==> src/rtl/config_uart_tx.sv <==
// Configuration-link UART transmitter: 32-bit words buffered in a small FIFO, sent MSB byte first as 8N1 frames.
// Define CONFIG_UART_TX_PARITY_EN to insert an even-parity bit per byte (8E1).
module config_uart_tx #(
  parameter int CLK_DIV    = 217,
  parameter int FIFO_DEPTH = 4,
  parameter int FIFO_AW    = 2
) (
  input  logic               CLK,
  input  logic               reset,
  input  logic [31:0]        WordData,
  input  logic               WordValid,
  output logic               WordReady,
  output logic               Tx,
  output logic               TxBusy,
  output logic [FIFO_AW:0]   FifoLevel
);

  typedef enum logic [2:0] {
    S_IDLE,
    S_START,
    S_DATA,
`ifdef CONFIG_UART_TX_PARITY_EN
    S_PARITY,
`endif
    S_STOP
  } state_t;

  localparam logic [15:0]      LP_BAUD_LOAD = 16'(CLK_DIV - 1);
  localparam logic [FIFO_AW:0] LP_DEPTH     = (FIFO_AW + 1)'(FIFO_DEPTH);

  logic [31:0]        r_mem [FIFO_DEPTH];
  logic [FIFO_AW-1:0] r_wr_ptr;
  logic [FIFO_AW-1:0] r_rd_ptr;
  logic [FIFO_AW:0]   r_level;
  logic               r_full;

  state_t             r_state;
  logic [15:0]        r_baud;
  logic [31:0]        r_word;
  logic [7:0]         r_shift;
  logic [2:0]         r_bit_cnt;
  logic [1:0]         r_idx;
  logic               r_tx;
`ifdef CONFIG_UART_TX_PARITY_EN
  logic               r_parity;
`endif

  logic               w_push;
  logic               w_pop;
  logic [FIFO_AW:0]   w_level_nxt;
  logic [7:0]         w_byte;
  logic               w_baud_done;

  // Pops only happen from IDLE, so a full FIFO can never accept a word in a pop cycle.
  assign w_push      = WordValid && !r_full;
  assign w_pop       = (r_state == S_IDLE) && (r_level != '0);
  assign w_level_nxt = r_level + {{FIFO_AW{1'b0}}, w_push} - {{FIFO_AW{1'b0}}, w_pop};
  assign w_baud_done = (r_baud == 16'd0);

  always_comb begin
    w_byte = r_word[31:24];
    case (r_idx)
      2'd0: w_byte = r_word[31:24];
      2'd1: w_byte = r_word[23:16];
      2'd2: w_byte = r_word[15:8];
      2'd3: w_byte = r_word[7:0];
      default: w_byte = r_word[31:24];
    endcase
  end

  always_ff @(posedge CLK) begin
    if (w_push) begin
      r_mem[r_wr_ptr] <= WordData;
    end
  end

  always_ff @(posedge CLK) begin
    if (reset) begin
      r_wr_ptr <= '0;
      r_rd_ptr <= '0;
      r_level  <= '0;
      r_full   <= 1'b0;
    end else begin
      if (w_push) r_wr_ptr <= r_wr_ptr + FIFO_AW'(1);
      if (w_pop)  r_rd_ptr <= r_rd_ptr + FIFO_AW'(1);
      r_level <= w_level_nxt;
      r_full  <= (w_level_nxt == LP_DEPTH);
    end
  end

  always_ff @(posedge CLK) begin
    if (reset) begin
      r_state   <= S_IDLE;
      r_tx      <= 1'b1;
      r_baud    <= 16'd0;
      r_word    <= 32'd0;
      r_shift   <= 8'd0;
      r_bit_cnt <= 3'd0;
      r_idx     <= 2'd0;
`ifdef CONFIG_UART_TX_PARITY_EN
      r_parity  <= 1'b0;
`endif
    end else begin
      case (r_state)
        S_IDLE: begin
          r_tx <= 1'b1;
          if (w_pop) begin
            r_word  <= r_mem[r_rd_ptr];
            r_idx   <= 2'd0;
            r_baud  <= LP_BAUD_LOAD;
            r_tx    <= 1'b0;
            r_state <= S_START;
          end
        end
        S_START: begin
          if (w_baud_done) begin
            // Bit 0 goes straight to the line; the shifter holds the remaining bits.
            r_tx      <= w_byte[0];
            r_shift   <= {1'b0, w_byte[7:1]};
            r_bit_cnt <= 3'd0;
            r_baud    <= LP_BAUD_LOAD;
`ifdef CONFIG_UART_TX_PARITY_EN
            r_parity  <= ^w_byte;
`endif
            r_state   <= S_DATA;
          end else begin
            r_baud <= r_baud - 16'd1;
          end
        end
        S_DATA: begin
          if (w_baud_done) begin
            r_baud <= LP_BAUD_LOAD;
            if (r_bit_cnt == 3'd7) begin
`ifdef CONFIG_UART_TX_PARITY_EN
              r_tx    <= r_parity;
              r_state <= S_PARITY;
`else
              r_tx    <= 1'b1;
              r_state <= S_STOP;
`endif
            end else begin
              r_tx      <= r_shift[0];
              r_shift   <= r_shift >> 1;
              r_bit_cnt <= r_bit_cnt + 3'd1;
            end
          end else begin
            r_baud <= r_baud - 16'd1;
          end
        end
`ifdef CONFIG_UART_TX_PARITY_EN
        S_PARITY: begin
          if (w_baud_done) begin
            r_baud  <= LP_BAUD_LOAD;
            r_tx    <= 1'b1;
            r_state <= S_STOP;
          end else begin
            r_baud <= r_baud - 16'd1;
          end
        end
`endif
        S_STOP: begin
          if (w_baud_done) begin
            if (r_idx != 2'd3) begin
              r_idx   <= r_idx + 2'd1;
              r_baud  <= LP_BAUD_LOAD;
              r_tx    <= 1'b0;
              r_state <= S_START;
            end else begin
              r_tx    <= 1'b1;
              r_state <= S_IDLE;
            end
          end else begin
            r_baud <= r_baud - 16'd1;
          end
        end
        default: begin
          r_tx    <= 1'b1;
          r_state <= S_IDLE;
        end
      endcase
    end
  end

  assign WordReady = !r_full;
  assign Tx        = r_tx;
  assign TxBusy    = (r_state != S_IDLE) || (r_level != '0);
  assign FifoLevel = r_level;

endmodule

==> config.mk <==
export PLATFORM = sky130hd
export DESIGN_NAME = config_uart_tx
export DESIGN_NICKNAME = d
export VERILOG_FILES = /design/src/rtl/config_uart_tx.sv
export SDC_FILE = /design/constraint.sdc
export NUM_CORES = 1
export LEC_CHECK = 0
export ABC_CLOCK_PERIOD_IN_PS = 3100
export CAP_MARGIN = 5
export CORE_ASPECT_RATIO = 1.4
export CORE_MARGIN = 3
export CORE_UTILIZATION = 40
export CTS_BUF_LIST = sky130_fd_sc_hd__clkbuf_4
export DETAILED_ROUTE_END_ITERATION = 7
export PLACE_DENSITY = 0.65
export RECOVER_POWER = 50
export SLEW_MARGIN = 10
export SYNTH_ARGS = -nofsm -noshare
export SYNTH_HDL_FRONTEND = slang
export SYNTH_SLANG_ARGS = --single-unit
==> constraint.sdc <==
create_clock -name CLK -period 3.1 [get_ports CLK]
set_clock_uncertainty 0.15 [all_clocks]
set_input_delay 0.93 -clock CLK [delete_from_list [all_inputs] [get_ports CLK]]
set_output_delay 0.93 -clock CLK [all_outputs]
set_load 0.01 [all_outputs]
# [Word-level counts from Yosys, hierarchy flattened]
# Memory sizes are Yosys's and may differ from the RTL's. A register that Yosys moved wholly into a read port is not among the register bits.
# Cells that the tools add are included.
[totals] reg_bits=41 mem_bits_rw=128 input_bits=35 output_inout_bits=6 word_cells=88 memories=1
[op_classes] add_sub_neg=7 n_eq_ne=17 muxes=34 n_reduce_logical=19
[mem_list] memory="r_mem" depth=4 word_bits=32 rd=1 rd_ports_with_merged_regs=1 write_ports=1 line_no="31" text="logic [31:0] r_mem [FIFO_DEPTH];"
[ops] op="2-to-1 mux 16 bit" count=4
[ops] op="one-hot mux 16 bit (3 select lines)" count=1
[ops] op="one-hot mux 8 bit (4 select lines)" count=1
[ops] op="2-to-1 mux 3 bit" count=8
[ops] op="2-to-1 mux 8 bit" count=3
[ops] op="zero test 16 bit" count=1
[ops] op="inequality test 2 bit (second input constant)" count=8
[ops] op="one-hot mux 8 bit (2 select lines)" count=1
[ops] op="subtractor 16 x 1 -> 16 bit (second input constant)" count=1
[ops] op="one-hot mux 3 bit (4 select lines)" count=1
[ops] op="2-to-1 mux 1 bit" count=9
[ops] op="nonzero test 3 bit" count=3
[ops] op="AND reduction 4 bit" count=2
[ops] op="adder 2 x 1 -> 2 bit (second input constant)" count=3
[ops] op="== test 3 x 2 -> 1 bit (second input constant)" count=2
[ops] op="== test 3 bit (second input constant)" count=2
[ops] op="2-to-1 mux 2 bit" count=3
[ops] op="one-hot mux 3 bit (2 select lines)" count=1
[ops] op="AND reduction 3 bit" count=2
[ops] op="AND reduction 5 bit" count=1
[ops] op="== test 2 bit (second input constant)" count=2
[ops] op="one-hot mux 1 bit (4 select lines)" count=1
[ops] op="one-hot mux 2 bit (2 select lines)" count=1
[ops] op="nonzero test 2 bit" count=2
[ops] op="13 further kinds" count=14

# [Logic depth before layout (Yosys ltp)]
# Gate-level depths: netlist of run 1.
[logic_depth] depth_word=5 ltp_mapped=12 mapped_depth_nobuf=11

# [Worst setup path after synthesis of run 1]
# Ideal clock, no wire load.
[synth_path] path_type="flip-flop to flip-flop" startpoint="register r_level[1] (netlist: FifoLevel[1])" endpoint="register r_full" setup_ns=0.130 t_arrival_ns=2.704 t_required_ns=2.820 setup_slack_ns=0.116 stages_incl_launch_ff=11 n_path_buf=1 synth_period_minus_slack_ns=2.984 cell_sequence="dfxtp_1 > o31ai_1 > clkinv_1 > clkbuf_1 > ha_1 > inv_1 > ha_1 > fa_1 > xnor2_1 > xnor2_1 > nor4_1"
[synth_via] elab_chain_len=4 elab_cells_between_ends=5 classes_between="add/sub: 2; eq/ne: 1; reduce/logical: 2"
[synth_lines] element="start, declared" line_no="34" text="logic [FIFO_AW:0] r_level;"
[synth_lines] element="start signal, assigned" line_no="86" text="r_level <= w_level_nxt;"
[synth_lines] element="nonzero test 3 bit" line_no="56" text="assign w_pop = (r_state == S_IDLE) && (r_level != '0);"
[synth_lines] element="logical AND 1 bit" line_no="56"
[synth_lines] element="via w_pop" line_no="49" text="logic w_pop;"
[synth_lines] element="subtractor 3 x 1 -> 3 bit" line_no="57" text="assign w_level_nxt = r_level + {{FIFO_AW{1'b0}}, w_push} - {{FIFO_AW{1'b0}}, w_pop};"
[synth_lines] element="== test 3 bit" line_no="87" text="r_full <= (w_level_nxt == LP_DEPTH);"
[synth_lines] element="end signal, assigned" line_no="87"
[synth_lines] element="end, declared" line_no="35" text="logic r_full;"
# The timed path passes the listed nets, and every way through them passes these cells.
# A chain may end at the register's enable or synchronous reset.

# [Worst setup path after layout of run 1]
[layout_path] startpoint="register r_state[1]" endpoint="output TxBusy"
[layout_via] elab_chain_len=2
[layout_lines] element="start, declared" line_no="37" text="state_t r_state;"
[layout_lines] element="start signal, assigned" line_no="93" text="r_state <= S_IDLE;"
[layout_lines] element="start signal, assigned" line_no="112" text="r_state <= S_START;"
[layout_lines] element="start signal, assigned" line_no="125" text="r_state <= S_DATA;"
[layout_lines] element="nonzero test 3 bit" line_no="186" text="assign TxBusy = (r_state != S_IDLE) || (r_level != '0);"
[layout_lines] element="logical OR 1 bit" line_no="186"
[layout_lines] element="end, declared" line_no="14" text="output logic TxBusy,"
# Every way passes these cells.

==> impl_metrics.env, run 1 <==
export IMPL_dr_total_vias=4875
export IMPL_arrival_ns=1.84
export IMPL_portBuffers=40
export IMPL_grt_max_degree=52
export IMPL_crit_required_ns=2.02
export IMPL_synth_warnings=0
export IMPL_routedWlPerCell_um=17.3
export IMPL_first_global_vias=5140
export IMPL_synthFlopType="edfxtp_1"
export IMPL_core_um2=19900
export IMPL_r2r_cells=9
export IMPL_nNetsFinal=683
export IMPL_p_leak_nw=2.94
export IMPL_synthDistinctLibCells=58
export IMPL_grt_util_all_layers=0.148
export IMPL_syn_avg_cell_area_um2=13.8
export IMPL_drc=0
export IMPL_ys_ff_latch=199
export IMPL_start_util=0.407
export IMPL_gp_congestion=0.830
export IMPL_status="finished, final reports clean"
export IMPL_timing_rr_start="FifoLevel[1]$_SDFF_PP0_"
export IMPL_htreeDepth=4
export IMPL_clkTransAtPathRegs_ns=0.15
export IMPL_crit_start="r_state[1]$_SDFFE_PP0P_"
export IMPL_slew_viol_final=0
export IMPL_clock_sinks=199
export IMPL_dpl_worst_slack_ns=-0.189
export IMPL_area_growth_syn_to_layout_pct=11.8
export IMPL_hold_buffers=0
export IMPL_finalSetupViolCount=0
export IMPL_r2r_end="r_full$_SDFF_PP0_"
export IMPL_synth_area_um2=8110
export IMPL_antenna_found_initial=1
export IMPL_die_area_um2=22100
export IMPL_ant_nets=0
export IMPL_synth_top_area_cell="edfxtp_1"
export IMPL_power_density_nw_per_um2=831
export IMPL_relSlewSlack=0.0271
export IMPL_power_internal_mw=4.81
export IMPL_syn_inst=590
export IMPL_cts_tree="done"
export IMPL_criticalPathCategory="flip-flop to primary output"
export IMPL_hpwl_um=10200
export IMPL_vias_per_cell=5.46
export IMPL_async_flop_share=0
export IMPL_swShare=0.362
export IMPL_ir_drop_v=0.000348
export IMPL_rsz0062_at_grt="false"
export IMPL_switchingPower_mw=2.73
export IMPL_synth_edf_count=128
export IMPL_die_x_um=126
export IMPL_yosysTopAreaCellShare=0.474
export IMPL_rrSetupSlack_ns=0.49
export IMPL_pwr_share_clk=0.158
export IMPL_endpoint_kind="primary output"
export IMPL_finalHoldViolations=0
export IMPL_first_pass_iters=5
export IMPL_seqPwrFrac=0.485
export IMPL_start_kind="flip-flop"
export IMPL_n_fill_cell=1761
export IMPL_yosysMostFrequentCell="edfxtp_1"
export IMPL_numCtsBuffers=17
export IMPL_grt_pass1_wl_um=26100
export IMPL_endpoint="TxBusy"
export IMPL_power_frac_comb=0.357
export IMPL_path_max_fanout=5
export IMPL_ys_seq_area_frac=0.649
export IMPL_drt_total_wl_um=15400
export IMPL_synth_fp_nets=644
export IMPL_drv_cap=0
export IMPL_holdWs_ns=0.318
export IMPL_fmax_mhz=343
export IMPL_cts_root_buf="clkbuf_4"
export IMPL_ios=41
export IMPL_cts_setup_buffers=0
export IMPL_power_mw=7.54
export IMPL_tightest_slew_ns=1.46
export IMPL_clk_insertion_delay_late_ns=0.56
export IMPL_clockBufferDepth=2
export IMPL_rows=61
export IMPL_drtIter0Drc=347
export IMPL_synth_area_leaders="edfxtp_1, dfxtp_1, mux4_2"
export IMPL_fin_crit_ns=2.92
export IMPL_synthTopCellsByCount="edfxtp_1, nand2_1, dfxtp_1"
export IMPL_hp_class="flip-flop to flip-flop"
export IMPL_post_route_period_util=0.941
export IMPL_die_y_um=175
export IMPL_layout_setup_ws_ns=0.182
export IMPL_drive_above_1_share=0.145
export IMPL_grt_overflow=0
-- worst min path at each step --
stage                                         end  depth (start not counted)  slack, ns               startpoint
after global placement    r_word[11]$_SDFFE_PP0P_                          2       0.30  r_word[11]$_SDFFE_PP0P_
after floorplan            r_word[0]$_SDFFE_PP0P_                          2       0.29   r_word[0]$_SDFFE_PP0P_
after CTS                 r_word[21]$_SDFFE_PP0P_                          2       0.32  r_word[21]$_SDFFE_PP0P_
after detailed placement  r_word[21]$_SDFFE_PP0P_                          2       0.30  r_word[21]$_SDFFE_PP0P_
after global routing      r_word[20]$_SDFFE_PP0P_                          2       0.34  r_word[20]$_SDFFE_PP0P_
final                     r_word[21]$_SDFFE_PP0P_                          2       0.32  r_word[21]$_SDFFE_PP0P_
-- state kept, by name, summed over array words and instances (netlist names) --
| register | cells |
|---|---|
| FifoLevel | 3 |
| r_rd_ptr | 2 |
| r_mem | 128 |
| r_shift | 7 |
| r_state | 2 |
| Tx | 1 |
| r_bit_cnt | 3 |
| r_wr_ptr | 2 |
| r_baud | 16 |
| r_word | 32 |
| r_full | 1 |
| r_idx | 2 |
-- cell families after synthesis --
| kind of cell | synth area share |
|---|---|
| multiplexers | 0.0913 |
| AO/OA/AOI/OAI | 0.0956 |
| adder cells (fa/ha/maj) | 0.0302 |
| AND/OR/NAND/NOR | 0.102 |
| buffers and inverters | 0.0267 |
| XOR/XNOR | 0.00540 |
| flip-flops | 0.649 |
-- layout make-up --
cell class,instances,area (um^2),area share
Antenna cell,1,2.50,0.000276
Clock buffer,19,143,0.0157
Clock inverter,11,93.8,0.0103
Inverter,19,72.6,0.00800
Multi-Input combinational cell,339,2640,0.291
Sequential cell,199,5270,0.581
Tap cell,252,315,0.0348
Timing Repair Buffer,53,528,0.0582
-- repair_timing --
| item | CTS | global route |
|---|---|---|
| pin swaps | 0 | 1 |
| resized for setup | 6 | 4 |
| setup endpoints to repair | 1 | 1 |
-- layer usage --
metal / wire length, um / global-route usage
met5: 0 / 0
met4: 114 / 0.0456
met3: 534 / 0.0335
met2: 8530 / 0.263
met1: 6250 / 0.178
-- worst max-delay path, cell delays in order (launching register included) --
cell and delay (ns):
dfxtp_4 0.39, inv_2 0.09, ha_4 0.17, nor4b_4 0.27, clkinv_2 0.12, clkdlybuf4s15_1 0.24
-- stage by stage --
step / util / area (um^2) / cells / TNS [ns]
6_report: 0.455 / 9070 / 893 / 0
5_1_grt: 0.455 / 9070 / 893 / 0
4_1_cts: 0.458 / 9130 / 892 / 0
3_5_place_dp: 0.446 / 8880 / 862 / -0.334
3_3_place_gp: 0.446 / 8880 / 862 / -0.0898
2_1_floorplan: - / 8110 / 590 / 0
-- power groups by stage --
stage	Clock, mW	Combinational (mW)	Sequential (mW)
after floorplan	0	2.04	3.56
after global placement	0	2.66	3.70
after detailed placement	0	2.75	3.72
after CTS	1.25	2.76	3.66
after global routing	1.34	3.02	3.72
final	1.19	2.69	3.66
-- cell usage in the layout (no fill, tap or decap), types with 4 or more instances in the layout --
cell             synthesis  layout
a21oi_1                 55      55
a222oi_1                 8       8
a311oi_1                11      11
buf_12                   0       4
buf_4                    0       4
clkbuf_4                 0      19
clkdlybuf4s50_1          0       5
clkinvlp_4               0       4
dfxtp_1                 71      68
dlygate4sd3_1            0      33
edfxtp_1               128     128
ha_1                    18      17
inv_1                   17      15
mux4_2                  32      32
nand2_1                 84      84
nand2b_1                 7       7
nand3_1                  4       4
nor2_1                  31      31
nor2b_1                  5       5
nor3_1                   8       8
o211ai_1                 8       8
o21ai_0                 10      10
xnor2_1                  4       4
No activity file was read; power rests on OpenSTA's default activity.
==> run 2: changes to the inputs <==
--- a/config.mk
+++ b/config.mk
@@ -9,10 +9,10 @@
 export CAP_MARGIN = 5
 export CORE_ASPECT_RATIO = 1.4
 export CORE_MARGIN = 3
-export CORE_UTILIZATION = 40
-export CTS_BUF_LIST = sky130_fd_sc_hd__clkbuf_4
+export CORE_UTILIZATION = 50
+export CTS_BUF_LIST = sky130_fd_sc_hd__clkbuf_8
 export DETAILED_ROUTE_END_ITERATION = 7
-export PLACE_DENSITY = 0.65
+export PLACE_DENSITY = 0.77
 export RECOVER_POWER = 50
 export SLEW_MARGIN = 10
 export SYNTH_ARGS = -nofsm -noshare
==> impl_metrics.env, run 2 (synthesis gave the netlist of run 1 again) <==
export IMPL_pwr_share_clk=0.211
export IMPL_arrival_ns=2.80
export IMPL_post_route_period_util=0.920
export IMPL_power_density_nw_per_um2=875
export IMPL_portBuffers=40
export IMPL_clock_sinks=199
export IMPL_vias_per_cell=5.91
export IMPL_gp_congestion=0.889
export IMPL_fin_crit_ns=2.85
export IMPL_critical_path_max_stage_delay_ns=0.70
export IMPL_grt_overflow=0
export IMPL_numCtsBuffers=17
export IMPL_clockBufferDepth=2
export IMPL_finalHoldViolations=0
export IMPL_area_growth_syn_to_layout_pct=13.5
export IMPL_drtIter0Drc=427
export IMPL_final_cell_mix="edfxtp_1, nand2_1, dfxtp_1, a21oi_1, dlygate4sd3_1"
export IMPL_die_area_um2=17800
export IMPL_path_max_fanout=32
export IMPL_first_global_vias=5145
export IMPL_power_frac_comb=0.336
export IMPL_drt_total_wl_um=15100
export IMPL_ios=41
export IMPL_largest_reg_flops=128
export IMPL_grt_pass1_wl_um=25300
export IMPL_diodes=0
export IMPL_reg_top3="r_mem: 128 flops, r_word: 32 flops, r_baud: 16 flops"
export IMPL_power_internal_mw=5.16
export IMPL_cts_tree="done"
export IMPL_grt_util_all_layers=0.180
export IMPL_path_cells="dlygate4sd3_1 -> nor2b_1 -> clkbuf_1 -> and2_1 -> clkbuf_2"
export IMPL_crit_path_top_delay_cell="clkbuf_2"
export IMPL_dr_total_vias=4960
export IMPL_start_kind="input port"
export IMPL_finalSetupTns_ns=0
export IMPL_seqPwrFrac=0.453
export IMPL_hp_class="flip-flop to flip-flop"
export IMPL_htreeDepth=4
export IMPL_clkTransAtPathRegs_ns=0.10
export IMPL_ir_drop_v=0.000597
export IMPL_final_common_cell="edfxtp_1"
export IMPL_hpwl_um=10100
export IMPL_criticalPathCategory="input port to flip-flop"
export IMPL_swShare=0.360
export IMPL_slew_viol_final=0
export IMPL_core_um2=15700
export IMPL_nNetsFinal=684
export IMPL_layout_setup_ws_ns=0.247
export IMPL_largest_register="r_mem"
export IMPL_die_x_um=114
export IMPL_switchingPower_mw=2.90
export IMPL_drc=0
export IMPL_p_leak_nw=3.05
export IMPL_cts_root_buf="clkbuf_8"
export IMPL_tightest_slew_ns=0.928
export IMPL_relSlewSlack=0.381
export IMPL_start_util=0.515
export IMPL_first_pass_iters=6
export IMPL_clk_insertion_delay_late_ns=0.47
export IMPL_crit_required_ns=3.04
export IMPL_endpoint_kind="flip-flop"
export IMPL_rows=54
export IMPL_die_y_um=157
export IMPL_status="finished, final reports clean"
export IMPL_dpl_worst_slack_ns=-0.156
export IMPL_routedWlPerCell_um=18.0
export IMPL_ant_nets=0
export IMPL_antenna_found_initial=0
export IMPL_rsz0062_at_grt="false"
export IMPL_drv_cap=0
export IMPL_n_fill_cell=1191
export IMPL_fmax_mhz=351
export IMPL_grt_max_degree=42
export IMPL_drive_above_1_share=0.146
export IMPL_finalSetupViolCount=0
==> run 2: changes by cell type in the layout (fill, tap and decap cells not counted), sizes merged <==
cell / delta
clkinv: +6
clkbuf: -4
clkinvlp: -4
buf: +3
bufinv: +1
clkdlybuf4s15: -1
diode: -1
dlymetal6s2s: +1
inv: +1
==> run 2: power by group through the flow <==
stage	registers, mW	clock network [mW]	logic [mW]
after floorplan	3.56	0	2.04
after global placement	3.69	0	2.66
after detailed placement	3.72	0	2.73
after CTS	3.66	1.74	2.76
after global routing	3.71	1.84	3.03
final	3.65	1.70	2.71
==> run 2: per-layer routing <==
| layer | share of wire | up-vias | GRT usage |
|---|---|---|---|
| met2 | 0.55 | 117 | 0.319 |
| met4 | 0.023 | 0 | 0.0871 |
| li1 | - | 2304 | - |
| met1 | 0.39 | 2510 | 0.209 |
| met5 | 0 | - | 0 |
| met3 | 0.032 | 29 | 0.0329 |
==> run 2: what timing repair did <==
item	CTS	global route
pin swaps	0	0
hold buffers	0	0
gates resized for setup	5	1
setup endpoints to repair	1	1
buffers inserted	0	0
==> run 2: through the flow <==
stage	cell area (um^2)	util	power [mW]	instances	hold slack (ns)
floorplan	8110	-	5.61	590	0.286
global placement	8790	0.558	6.35	807	0.294
detailed placement	8790	0.558	6.45	807	0.303
CTS	9240	0.587	8.16	839	0.317
global route	9210	0.585	8.58	839	0.330
finish	9210	0.585	8.06	839	0.322
==> run 2: final timing paths <==
check,startpoint,endpoint,slack (ns),cells after the start
min reg2reg,r_word[12]$_SDFFE_PP0P_,r_word[12]$_SDFFE_PP0P_,0.32,2
min,r_word[12]$_SDFFE_PP0P_,r_word[12]$_SDFFE_PP0P_,0.32,2
max,WordValid,r_mem[2][31]$_DFFE_PP_,0.25,5
max reg2reg,r_rd_ptr[0]$_SDFFE_PP0P_,r_word[3]$_SDFFE_PP0P_,0.40,4
==> run 2: critical path: cells and delay by family <==
kind	cells	cell delay, ns
buf+inv	3	1.47
simple gates	2	0.35
==> run 2: area by class of cell <==
cell class	count	area [um^2]	share of cell area
clock buffer	17	234	0.0254
clock inverter	15	205	0.0223
inverter	19	72.6	0.00788
multi-input combinational	339	2660	0.289
sequential	199	5270	0.572
tap	196	245	0.0266
timing repair buffer	54	532	0.0577
==> run 3: changes to the inputs <==
--- a/config.mk
+++ b/config.mk
@@ -9,10 +9,10 @@
 export CAP_MARGIN = 5
 export CORE_ASPECT_RATIO = 1.4
 export CORE_MARGIN = 3
-export CORE_UTILIZATION = 50
+export CORE_UTILIZATION = 43
 export CTS_BUF_LIST = sky130_fd_sc_hd__clkbuf_8
 export DETAILED_ROUTE_END_ITERATION = 7
-export PLACE_DENSITY = 0.77
+export PLACE_DENSITY = 0.69
 export RECOVER_POWER = 50
 export SLEW_MARGIN = 10
 export SYNTH_ARGS = -nofsm -noshare
==> impl_metrics.env, run 3 (synthesis gave the netlist of run 1 again) <==
export IMPL_crit_required_ns=3.03
export IMPL_reg_top3="r_mem: 128 flops, r_word: 32 flops, r_baud: 16 flops"
export IMPL_rsz0062_at_grt="false"
export IMPL_clock_sinks=199
export IMPL_grt_pass1_wl_um=26200
export IMPL_die_area_um2=20600
export IMPL_antenna_found_initial=0
export IMPL_path_max_fanout=32
export IMPL_ir_drop_v=0.000331
export IMPL_die_x_um=122
export IMPL_routedWlPerCell_um=17.9
export IMPL_htreeDepth=4
export IMPL_fin_crit_ns=2.87
export IMPL_clockBufferDepth=2
export IMPL_hp_class="flip-flop to flip-flop"
export IMPL_drt_total_wl_um=15900
export IMPL_ios=41
export IMPL_rrSetupSlack_ns=0.53
export IMPL_grt_overflow=0
export IMPL_diodes=0
export IMPL_first_global_vias=5189
export IMPL_ant_nets=0
export IMPL_nNetsFinal=685
export IMPL_start_util=0.445
export IMPL_hpwl_um=10500
export IMPL_die_y_um=169
export IMPL_drtIter0Drc=382
export IMPL_endpoint_kind="flip-flop"
export IMPL_gp_congestion=0.871
export IMPL_drive_above_1_share=0.144
export IMPL_relSlewSlack=0.00615
export IMPL_post_route_period_util=0.926
export IMPL_power_density_nw_per_um2=855
export IMPL_status="finished, final reports clean"
export IMPL_p_leak_nw=3.02
export IMPL_start_kind="input port"
export IMPL_clkTransAtPathRegs_ns=0.09
export IMPL_final_common_cell="edfxtp_1"
export IMPL_finalHoldViolations=0
export IMPL_slew_viol_final=0
export IMPL_cts_root_buf="clkbuf_8"
export IMPL_grt_util_all_layers=0.163
export IMPL_final_cell_mix="edfxtp_1, nand2_1, dfxtp_1, a21oi_1, dlygate4sd3_1"
export IMPL_drv_cap=0
export IMPL_core_um2=18200
export IMPL_vias_per_cell=5.54
export IMPL_dr_total_vias=4900
export IMPL_grt_max_degree=35
export IMPL_portBuffers=40
export IMPL_layout_setup_ws_ns=0.230
export IMPL_tightest_slew_ns=1.49
export IMPL_holdWs_ns=0.311
export IMPL_fmax_mhz=348
export IMPL_criticalPathCategory="input port to flip-flop"
export IMPL_numCtsBuffers=17
export IMPL_clk_insertion_delay_late_ns=0.46
export IMPL_arrival_ns=2.80
export IMPL_drc=0
export IMPL_rows=58
export IMPL_area_growth_syn_to_layout_pct=13.2
export IMPL_largest_reg_flops=128
export IMPL_cts_tree="done"
export IMPL_dpl_worst_slack_ns=-0.167
export IMPL_largest_register="r_mem"
export IMPL_first_pass_iters=7
export IMPL_cts_setup_buffers=0
export IMPL_finalSetupViolCount=0
## run 3: changes by cell type in the layout (fill, tap and decap cells not counted), sizes merged
cell          change
buf               +1
bufinv            -1
clkinv            -3
clkinvlp          +1
dlygate4sd2       +1
dlymetal6s2s      -1
inv               +3
## run 3: worst paths after layout
kind,from,end,depth (start not counted)
max,WordValid,r_mem[1][26]$_DFFE_PP_,5
min,r_word[18]$_SDFFE_PP0P_,r_word[18]$_SDFFE_PP0P_,2
max reg2reg,FifoLevel[1]$_SDFF_PP0_,r_full$_SDFF_PP0_,9
min reg2reg,r_word[18]$_SDFFE_PP0P_,r_word[18]$_SDFFE_PP0P_,2
## run 3: layer usage
layer | wire length (um) | global-route usage | up-vias
met1 | 6170 | 0.187 | 2478
met4 | 283 | 0.0609 | 0
li1 | - | - | 2306
met5 | 0 | 0 | -
met3 | 486 | 0.0344 | 20
met2 | 8920 | 0.295 | 96
## run 3: worst max-delay path, stage by stage
cell and delay [ns]:
dlygate4sd3_1 0.52, nor2b_1 0.18, clkbuf_1 0.26, and2_1 0.17, clkbuf_2 0.71
## run 3: area by class of cell
class | count | area (um^2)
fill | 1531 | 9030
clock inverter | 15 | 119
multi-input combinational | 339 | 2640
clock buffer | 17 | 234
inverter | 19 | 72.6
timing repair buffer | 55 | 547
tap | 240 | 300
sequential | 199 | 5270
## run 3: power breakdown
part / total, mW / leakage [nW] / internal [mW] / switching (mW)
clock network: 1.49 / 0.187 / 0.576 / 0.917
registers: 3.64 / 1.76 / 3.31 / 0.338
logic: 2.72 / 1.07 / 1.16 / 1.56
total: 7.85 / 3.02 / 5.04 / 2.81
## run 3: timing repair
action / CTS / global route
resized for setup: 6 / 0
setup endpoints to repair: 1 / 0
hold buffers: 0 / 0
## run 3: per-stage QoR
step | power (mW) | setup TNS [ns] | area (um^2) | util | std cells
3_5_place_dp | 6.46 | -0.288 | 8850 | 0.486 | 852
2_1_floorplan | 5.61 | 0 | 8110 | - | 590
5_1_grt | 8.38 | 0 | 9180 | 0.504 | 884
3_3_place_gp | 6.35 | -0.0835 | 8850 | 0.486 | 852
6_report | 7.85 | 0 | 9180 | 0.504 | 884
4_1_cts | 7.97 | 0 | 9220 | 0.506 | 884
